===== src/rtl/wb_gpio_pkg.sv =====
// -----------------------------------------------------------------------------
// wb_gpio_pkg
// Shared definitions for the Wishbone GPIO slave: register word addresses,
// the bus address type and the legal ranges of the block parameters.
// No ports (package).
// -----------------------------------------------------------------------------
package wb_gpio_pkg;

   typedef logic [2:0] adr_t;

   localparam adr_t ADR_OUT    = 3'd0;
   localparam adr_t ADR_OE     = 3'd1;
   localparam adr_t ADR_IN     = 3'd2;
   localparam adr_t ADR_MASK   = 3'd3;
   localparam adr_t ADR_STATUS = 3'd4;
   localparam adr_t ADR_EDGE   = 3'd5;

   localparam int WIDTH_MIN = 1;
   localparam int WIDTH_MAX = 32;
   localparam int WAIT_MAX  = 15;
   localparam int SYNC_MIN  = 2;
   localparam int SYNC_MAX  = 4;

endpackage


===== src/rtl/wb_gpio_if.sv =====
// -----------------------------------------------------------------------------
// wb_gpio_if
// Pipelined Wishbone bus bundle between the J1 data-bus master and the GPIO.
// Handshake: an access is valid while wb_cyc & wb_stb; it is accepted on a
// rising clk edge where valid & ~wb_stall; wb_ack is high for exactly one
// cycle, the cycle after each accept, and read data in wb_dat_o is valid
// while wb_ack is high.
//   master drives : wb_cyc, wb_stb, wb_we, wb_adr, wb_dat_i
//   slave drives  : wb_dat_o, wb_ack, wb_stall
// -----------------------------------------------------------------------------
interface wb_gpio_if
   import wb_gpio_pkg::*;
#(
   parameter int WIDTH = 16
) ();

   logic             wb_cyc;
   logic             wb_stb;
   logic             wb_we;
   adr_t             wb_adr;
   logic [WIDTH-1:0] wb_dat_i;
   logic [WIDTH-1:0] wb_dat_o;
   logic             wb_ack;
   logic             wb_stall;

   modport master (
      output wb_cyc, wb_stb, wb_we, wb_adr, wb_dat_i,
      input  wb_dat_o, wb_ack, wb_stall
   );

   modport slave (
      input  wb_cyc, wb_stb, wb_we, wb_adr, wb_dat_i,
      output wb_dat_o, wb_ack, wb_stall
   );

endinterface


===== src/rtl/gpio_edge_sync.sv =====
// -----------------------------------------------------------------------------
// gpio_edge_sync
// Synchronises asynchronous pad inputs and produces per-bit edge events.
//   clk, rst_n : clock, asynchronous active-low reset
//   din_i      : raw pad inputs
//   edge_i     : per-bit edge select (0 = rising, 1 = falling)
//   sync_o     : synchronised inputs (last chain stage)
//   evt_o      : one-cycle edge event per bit, suppressed until primed
// -----------------------------------------------------------------------------
module gpio_edge_sync #(
   parameter int WIDTH       = 16,
   parameter int SYNC_STAGES = 2
) (
   input  logic             clk,
   input  logic             rst_n,
   input  logic [WIDTH-1:0] din_i,
   input  logic [WIDTH-1:0] edge_i,
   output logic [WIDTH-1:0] sync_o,
   output logic [WIDTH-1:0] evt_o
);

   localparam int PCNT_W = $clog2(SYNC_STAGES + 1);

   logic [SYNC_STAGES-1:0][WIDTH-1:0] sync_q;
   logic [WIDTH-1:0]                  prev_q;
   logic [PCNT_W-1:0]                 pcnt_q;
   logic                              primed_q;
   logic [WIDTH-1:0]                  rise;
   logic [WIDTH-1:0]                  fall;

   always_ff @(posedge clk or negedge rst_n) begin
      if (!rst_n) begin
         sync_q   <= '0;
         prev_q   <= '0;
         pcnt_q   <= '0;
         primed_q <= 1'b0;
      end else begin
         sync_q <= {sync_q[SYNC_STAGES-2:0], din_i};
         prev_q <= sync_q[SYNC_STAGES-1];
         // primed rises on edge SYNC_STAGES+1 after reset release: by then
         // prev has caught up with an input that was already high at reset,
         // so that level never shows up as a rising edge.
         if (pcnt_q != PCNT_W'(SYNC_STAGES)) begin
            pcnt_q <= pcnt_q + 1'b1;
         end else begin
            primed_q <= 1'b1;
         end
      end
   end

   assign sync_o = sync_q[SYNC_STAGES-1];
   assign rise   = sync_o & ~prev_q;
   assign fall   = ~sync_o & prev_q;
   assign evt_o  = primed_q ? ((edge_i & fall) | (~edge_i & rise)) : '0;

endmodule


===== src/rtl/wb_gpio.sv =====
// -----------------------------------------------------------------------------
// wb_gpio
// Wishbone GPIO slave with output data/enable registers, synchronised inputs,
// per-bit edge interrupts (MASK, W1C STATUS, EDGE select) and wait states.
//   clk, rst_n : clock, asynchronous active-low reset
//   wb         : pipelined Wishbone slave port (wb_gpio_if.slave)
//   io_in      : asynchronous pad inputs
//   io_out     : output data register
//   io_oe      : per-bit output enable (1 = drive)
//   irq        : registered level interrupt, |(STATUS & MASK)
// -----------------------------------------------------------------------------
module wb_gpio
   import wb_gpio_pkg::*;
#(
   parameter int WIDTH       = 16,
   parameter int WAITCYCLES  = 0,
   parameter int SYNC_STAGES = 2
) (
   input  logic             clk,
   input  logic             rst_n,
   wb_gpio_if.slave         wb,
   input  logic [WIDTH-1:0] io_in,
   output logic [WIDTH-1:0] io_out,
   output logic [WIDTH-1:0] io_oe,
   output logic             irq
);

   if (WIDTH < WIDTH_MIN || WIDTH > WIDTH_MAX) begin : g_bad_width
      $error("wb_gpio: WIDTH out of range");
   end
   if (WAITCYCLES < 0 || WAITCYCLES > WAIT_MAX) begin : g_bad_wait
      $error("wb_gpio: WAITCYCLES out of range");
   end
   if (SYNC_STAGES < SYNC_MIN || SYNC_STAGES > SYNC_MAX) begin : g_bad_sync
      $error("wb_gpio: SYNC_STAGES out of range");
   end

   localparam logic [3:0] WAIT_LIM = 4'(WAITCYCLES);

   logic             valid, accept, wr;
   logic [3:0]       cnt_q, cnt_d;
   logic             ack_q;
   logic [WIDTH-1:0] dat_q, dat_d, rdata;
   logic [WIDTH-1:0] out_q, out_d, oe_q, oe_d, mask_q, mask_d;
   logic [WIDTH-1:0] status_q, status_d, edge_q, edge_d, w1c;
   logic             irq_q, irq_d;
   logic [WIDTH-1:0] sync, evt;

   gpio_edge_sync #(
      .WIDTH       (WIDTH),
      .SYNC_STAGES (SYNC_STAGES)
   ) u_edge_sync (
      .clk    (clk),
      .rst_n  (rst_n),
      .din_i  (io_in),
      .edge_i (edge_q),
      .sync_o (sync),
      .evt_o  (evt)
   );

   assign valid       = wb.wb_cyc & wb.wb_stb;
   assign wb.wb_stall = valid & (cnt_q != WAIT_LIM);
   assign accept      = valid & ~wb.wb_stall;
   assign wr          = accept & wb.wb_we;

   always_comb begin
      rdata = '0;
      case (wb.wb_adr)
         ADR_OUT:    rdata = out_q;
         ADR_OE:     rdata = oe_q;
         ADR_IN:     rdata = sync;
         ADR_MASK:   rdata = mask_q;
         ADR_STATUS: rdata = status_q;
         ADR_EDGE:   rdata = edge_q;
         default:    rdata = '0;
      endcase
   end

   always_comb begin
      cnt_d  = cnt_q;
      dat_d  = dat_q;
      out_d  = out_q;
      oe_d   = oe_q;
      mask_d = mask_q;
      edge_d = edge_q;
      w1c    = '0;
      // Dropping valid mid-stall restarts the wait count.
      if (!valid || accept) begin
         cnt_d = '0;
      end else begin
         cnt_d = cnt_q + 4'd1;
      end
      if (accept && !wb.wb_we) begin
         dat_d = rdata;
      end
      if (wr) begin
         case (wb.wb_adr)
            ADR_OUT:    out_d  = wb.wb_dat_i;
            ADR_OE:     oe_d   = wb.wb_dat_i;
            ADR_MASK:   mask_d = wb.wb_dat_i;
            ADR_STATUS: w1c    = wb.wb_dat_i;
            ADR_EDGE:   edge_d = wb.wb_dat_i;
            default:    ;
         endcase
      end
      // OR-ing evt last lets a new event win over a same-cycle clear.
      status_d = (status_q & ~w1c) | evt;
      irq_d    = |(status_d & mask_d);
   end

   always_ff @(posedge clk or negedge rst_n) begin
      if (!rst_n) begin
         cnt_q    <= '0;
         ack_q    <= 1'b0;
         dat_q    <= '0;
         out_q    <= '0;
         oe_q     <= '0;
         mask_q   <= '0;
         status_q <= '0;
         edge_q   <= '0;
         irq_q    <= 1'b0;
      end else begin
         cnt_q    <= cnt_d;
         ack_q    <= accept;
         dat_q    <= dat_d;
         out_q    <= out_d;
         oe_q     <= oe_d;
         mask_q   <= mask_d;
         status_q <= status_d;
         edge_q   <= edge_d;
         irq_q    <= irq_d;
      end
   end

   assign wb.wb_ack   = ack_q;
   assign wb.wb_dat_o = dat_q;
   assign io_out      = out_q;
   assign io_oe       = oe_q;
   assign irq         = irq_q;

endmodule


===== src/flat_wrapper.sv =====
// flat-port wrapper written by rule: the top's interface ports become plain ports
module wb_gpio_flat import wb_gpio_pkg::*;
#(
   parameter int WIDTH       = 16,
   parameter int WAITCYCLES  = 0,
   parameter int SYNC_STAGES = 2
)
  (clk, rst_n, io_in, io_out, io_oe, irq, wb_wb_cyc, wb_wb_stb, wb_wb_we, wb_wb_adr, wb_wb_dat_i, wb_wb_dat_o, wb_wb_ack, wb_wb_stall);
  wb_gpio_if #(.WIDTH(WIDTH)) wb_i ();
  input  logic clk;
  input  logic rst_n;
  input  logic [WIDTH-1:0] io_in;
  output logic [WIDTH-1:0] io_out;
  output logic [WIDTH-1:0] io_oe;
  output logic irq;
  input wire logic [$bits(wb_i.wb_cyc)-1:0] wb_wb_cyc;
  input wire logic [$bits(wb_i.wb_stb)-1:0] wb_wb_stb;
  input wire logic [$bits(wb_i.wb_we)-1:0] wb_wb_we;
  input wire logic [$bits(wb_i.wb_adr)-1:0] wb_wb_adr;
  input wire logic [$bits(wb_i.wb_dat_i)-1:0] wb_wb_dat_i;
  output wire logic [$bits(wb_i.wb_dat_o)-1:0] wb_wb_dat_o;
  output wire logic [$bits(wb_i.wb_ack)-1:0] wb_wb_ack;
  output wire logic [$bits(wb_i.wb_stall)-1:0] wb_wb_stall;
  assign wb_i.wb_cyc = wb_wb_cyc;
  assign wb_i.wb_stb = wb_wb_stb;
  assign wb_i.wb_we = wb_wb_we;
  assign wb_i.wb_adr = wb_wb_adr;
  assign wb_i.wb_dat_i = wb_wb_dat_i;
  assign wb_wb_dat_o = wb_i.wb_dat_o;
  assign wb_wb_ack = wb_i.wb_ack;
  assign wb_wb_stall = wb_i.wb_stall;
  wb_gpio #(.WIDTH(WIDTH), .WAITCYCLES(WAITCYCLES), .SYNC_STAGES(SYNC_STAGES)) u_core (.clk(clk), .rst_n(rst_n), .wb(wb_i), .io_in(io_in), .io_out(io_out), .io_oe(io_oe), .irq(irq));
endmodule

===== config.mk =====
export PLATFORM = sky130hd
export DESIGN_NAME = wb_gpio_flat
export DESIGN_NICKNAME = d
export VERILOG_FILES = /design/src/rtl/wb_gpio_pkg.sv /design/src/rtl/wb_gpio_if.sv /design/src/rtl/gpio_edge_sync.sv /design/src/rtl/wb_gpio.sv /design/src/flat_wrapper.sv
export SDC_FILE = /design/constraint.sdc
export NUM_CORES = 1
export LEC_CHECK = 0
export BUFFER_PORTS_ARGS = -buffer_cell sky130_fd_sc_hd__buf_2
export CAP_MARGIN = 20
export CORE_MARGIN = 3
export CORE_UTILIZATION = 40
export DETAILED_ROUTE_END_ITERATION = 10
export SYNTH_ARGS = -nofsm -noshare
export SYNTH_HDL_FRONTEND = slang
export SYNTH_HIERARCHICAL = 1
export SYNTH_SLANG_ARGS = --single-unit

===== constraint.sdc =====
create_clock -name clk -period 3.9 [get_ports clk]
set_clock_uncertainty 0.2 [all_clocks]
set_input_delay 0.78 -clock clk [delete_from_list [all_inputs] [get_ports clk]]
set_output_delay 0.78 -clock clk [all_outputs]
set_load 0.005 [all_outputs]

==> impl_table.tex <==
\begin{tabular}{lr}
\hline
Metric & Value \\
\hline
\multicolumn{2}{l}{\textbf{Outcome}} \\
Run status & finished, final reports clean \\
\multicolumn{2}{l}{\textbf{Synth}} \\
Sequential fraction of the synthesis area & 57.6\% \\
Post-synth net total & 580 \\
Unique cell type count in the Yosys netlist & 40 \\
Post-synthesis xor/xnor area fraction & 0.395\% \\
Count of warnings emitted by yosys & 6 \\
Multiplexer fraction of the synthesized cell area & 8.73\% \\
Compound-Gate Fraction of Synth Area & 14.9\% \\
Largest family of logic cells by synthesized area & compound AO/OA/AOI/OAI gates \\
Syn Std Cell Area & 0.00665 sq mm \\
Avg Synthesized Cell Area & 12.4 sq um \\
Number of synthesized flops with an enable pin & 0 \\
Share of synthesized cell area in full adder, half adder and majority cells & 0.565\% \\
Commonest register cell after synthesis & dfrtp\_1 \\
Asr flop ratio synth & 100\% \\
Share of synthesized cell area in and, or, nand and nor gates & 10.9\% \\
Number of standard cells after synthesis & 537 \\
Number of synthesized register bits & 153 \\
\multicolumn{2}{l}{\textbf{Finish}} \\
Fillers & 1442 \\
Multi-input gate area & 0.00238 sq mm \\
Number of nets in the layout & 658 \\
Number of standard cells in the final layout excluding fillers & 843 \\
P\&R area growth vs syn & 17.7\% \\
Sequential cell area in the final layout & 0.00383 sq mm \\
Proportion of layout cells with a drive suffix above 1 & 36.8\% \\
Ant. Diodes & 0 \\
\multicolumn{2}{l}{\textbf{Drt}} \\
Met2 Routed Length & 7.96 mm \\
WL met3 & 696 microns \\
Remaining antenna violation count & 0 \\
Detail-routed net length per standard cell & 19.4 microns \\
Highest routing layer actually used & met4 \\
First DRT Iteration DRCs & 370 \\
Average vias per placed instance & 5.57 \\
Drc violations & 0 \\
DRT Pass-1 Iters & 5 \\
Total via count in the routed design & 4696 \\
Aggregate routed wire length & 16.4 mm \\
Routed met1 length & 7.46 mm \\
\multicolumn{2}{l}{\textbf{Critical path}} \\
R2R Setup Slk & 1.09 ns \\
Maximum single-stage delay on the critical path & 0.41 ns \\
Startpoint of the most critical register-to-register path & u\_core/cnt\_q[0]\$\_DFF\_PN0\_ \\
Endpoint of the worst-slack reg-to-reg timing path & u\_core/io\_out[2]\$\_DFFE\_PN0P\_ \\
Element type at the critical path end & primary output \\
Crit Path Max Fanout & 14 \\
Cell family with most CP delay & buffers and inverters \\
Bufs and invs on worst path & 3 \\
Critical path data required time & 2.92 ns \\
Crit Path Category & flip-flop to primary output \\
Cells along the critical path & inv\_1 > ha\_1 > nor3b\_4 > buf\_4 > nor2\_1 > buf\_2 \\
Slowest-stage cell, CP & dfrtp\_1 \\
Startpoint of the worst setup timing path & u\_core/cnt\_q[0]\$\_DFF\_PN0\_ \\
Cell depth of the worst flop-to-flop path & 7 \\
Crit start category & flip-flop \\
Critical path arrival & 1.97 ns \\
\multicolumn{2}{l}{\textbf{Die}} \\
Boundary pin count & 91 \\
Height of the chip & 135 microns \\
Horizontal die dimension & 135 microns \\
Overall die area & 0.0182 sq mm \\
CORE AREA & 0.0161 sq mm \\
Initial core utilization & 41.4\% \\
Row Count & 46 \\
\multicolumn{2}{l}{\textbf{Global route}} \\
Gr ovfl total & 0 \\
GRT Resource Usage Total & 18.8\% \\
Maximum number of pins on one net before global-route repair & 67 \\
First-pass GRT wire length & 26.6 mm \\
Antenna violations before repair & 0 \\
Vias in the first global route & 4916 \\
\multicolumn{2}{l}{\textbf{Timing}} \\
Highest achievable clock rate & 339 MHz \\
Summed negative setup slack over all endpoints & 0 ns \\
Part of the cycle the worst path needs & 75.7\% \\
Final setup violation count & 0 \\
Worst slew margin relative to its limit & 57.5\% \\
Setup repair after global routing missed its margin & false \\
Post-layout minimum cycle time & 2.95 ns \\
Final count of hold timing violations & 0 \\
Number of slew-limit violations in the final report & 0 \\
Worst Tran Pin Value & 0.637 ns \\
\multicolumn{2}{l}{\textbf{Clock tree}} \\
Maximum count of clock buffers along a single path & 2 \\
Number of buffers added for setup after CTS & 0 \\
CTS hold repair buffers & 0 \\
Clock latency reported for the late side of the worst-skew pair & 0.43 ns \\
Number of instances resized during post-cts repair & 0 \\
Count of H-tree levels built during CTS & 4 \\
Clock-pin slew on the worst setup and hold paths & 0.06 ns \\
Number of buffers created by CTS & 17 \\
Clock sink count & 153 \\
Clock root buffer master & clkbuf\_16 \\
Clock tree from TritonCTS & built \\
\multicolumn{2}{l}{\textbf{Pwr}} \\
Part of the power in registers & 47.5\% \\
Switching Share & 25.6\% \\
Clock power frac & 39.3\% \\
Maximum ir drop on the vdd rail & 297 uV \\
Cell internal pwr & 0.00304 W \\
Total power per unit cell area & 522 mW/mm\^{}2 \\
P\_leak & 3.57 nW \\
Switching power & 0.00105 W \\
Share of total power in combinational logic & 13.2\% \\
\multicolumn{2}{l}{\textbf{Job}} \\
Max Cap Viol & 0 \\
\multicolumn{2}{l}{\textbf{Placed design}} \\
Count of port buffers added during placement & 90 \\
GP Congestion & 0.783 \\
Final HPWL DP & 10.9 mm \\
Inst Count DP & 811 \\
\multicolumn{2}{l}{\textbf{Worst hold path}} \\
Class of the tightest hold or removal check & input port to async pin \\
\hline
\end{tabular}
## layout by cell type, fill, tap and decap left out, types with 17 or more instances in the layout
master / count
dfrtp_1: 153
inv_1: 35
nand2_1: 19
nor2_1: 20
a31oi_1: 28
buf_2: 89
mux2_2: 48
clkbuf_16: 17
buf_4: 19
or2_2: 24
## worst max path at each step
stage                                end  slack (ns)  cells past startpoint
floorplan           u_core/irq$_DFF_PN0_        1.35                      7
global placement    u_core/irq$_DFF_PN0_        0.91                      7
detailed placement  u_core/irq$_DFF_PN0_        0.87                      6
CTS                          wb_wb_stall        0.93                      6
global route                 wb_wb_stall        0.77                      6
finish                       wb_wb_stall        0.95                      6
## logic make-up after synthesis
group           Yosys count
buf+inv                  87
simple gates            115
xor+xnor                  3
fa+ha+maj                 3
flops                   153
compound gates          124
mux                      52
## cell usage after synthesis, types with 13 or more instances
cell | n | area, sq um
a221oi_1 | 16 | 140
a31oi_1 | 28 | 175
a22oi_1 | 16 | 120
buf_2 | 18 | 90.1
o31ai_2 | 13 | 163
nor2_1 | 20 | 75.1
dfrtp_1 | 153 | 3830
inv_1 | 35 | 131
or2_2 | 24 | 150
mux2_2 | 48 | 541
a22o_1 | 16 | 140
nand2_1 | 19 | 71.3
buf_4 | 19 | 143
nand4b_1 | 16 | 140
## stage by stage
stage | power, W | util, % | instance area (sq um) | hold slack, ns | worst slack, ns
floorplan | 0.00224 | - | 6650 | 0.131 | 1.35
global placement | 0.00249 | 45.0 | 7230 | 0.132 | 0.914
detailed placement | 0.00251 | 45.0 | 7230 | 0.137 | 0.865
CTS | 0.00414 | 48.7 | 7810 | 0.151 | 0.931
global route | 0.00429 | 48.7 | 7830 | 0.156 | 0.773
finish | 0.00408 | 48.7 | 7830 | 0.148 | 0.949
## layout make-up
type	instances	area share, %
sequential	153	48.9
multi-input combinational	297	30.4
timing repair buffer	111	8.10
clock buffer	21	5.88
tap	216	3.45
inverter	35	1.68
clock inverter	10	1.53
## metal layers
| metal | vias up | global-route usage [%] |
|---|---|---|
| met1 | 2423 | 25.5 |
| met3 | 17 | 4.62 |
| met5 | - | 0 |
| li1 | 2137 | - |
| met4 | 0 | 5.66 |
| met2 | 119 | 30.0 |
## power groups by stage
stage               clock network [W]  registers [W]  logic (W)
floorplan                           0        0.00194   0.000310
CTS                           0.00165        0.00194   0.000548
finish                        0.00161        0.00194   0.000538
global placement                    0        0.00196   0.000529
detailed placement                  0        0.00197   0.000545
global route                  0.00171        0.00197   0.000603
## flip-flops by register name, summed over array words and instances, names as in the netlist
name / cells
u_core/u_edge_sync/pcnt_q: 2
u_core/io_oe: 16
u_core/edge_q: 16
u_core/irq: 1
u_core/u_edge_sync/sync_q: 16
u_core/mask_q: 16
u_core/wb.wb_ack: 1
u_core/u_edge_sync/prev_q: 16
u_core/u_edge_sync/sync_o: 16
u_core/io_out: 16
u_core/cnt_q: 4
u_core/u_edge_sync/primed_q: 1
u_core/wb.wb_dat_o: 16
u_core/status_q: 16
No activity file was read; power rests on OpenSTA's default activity.
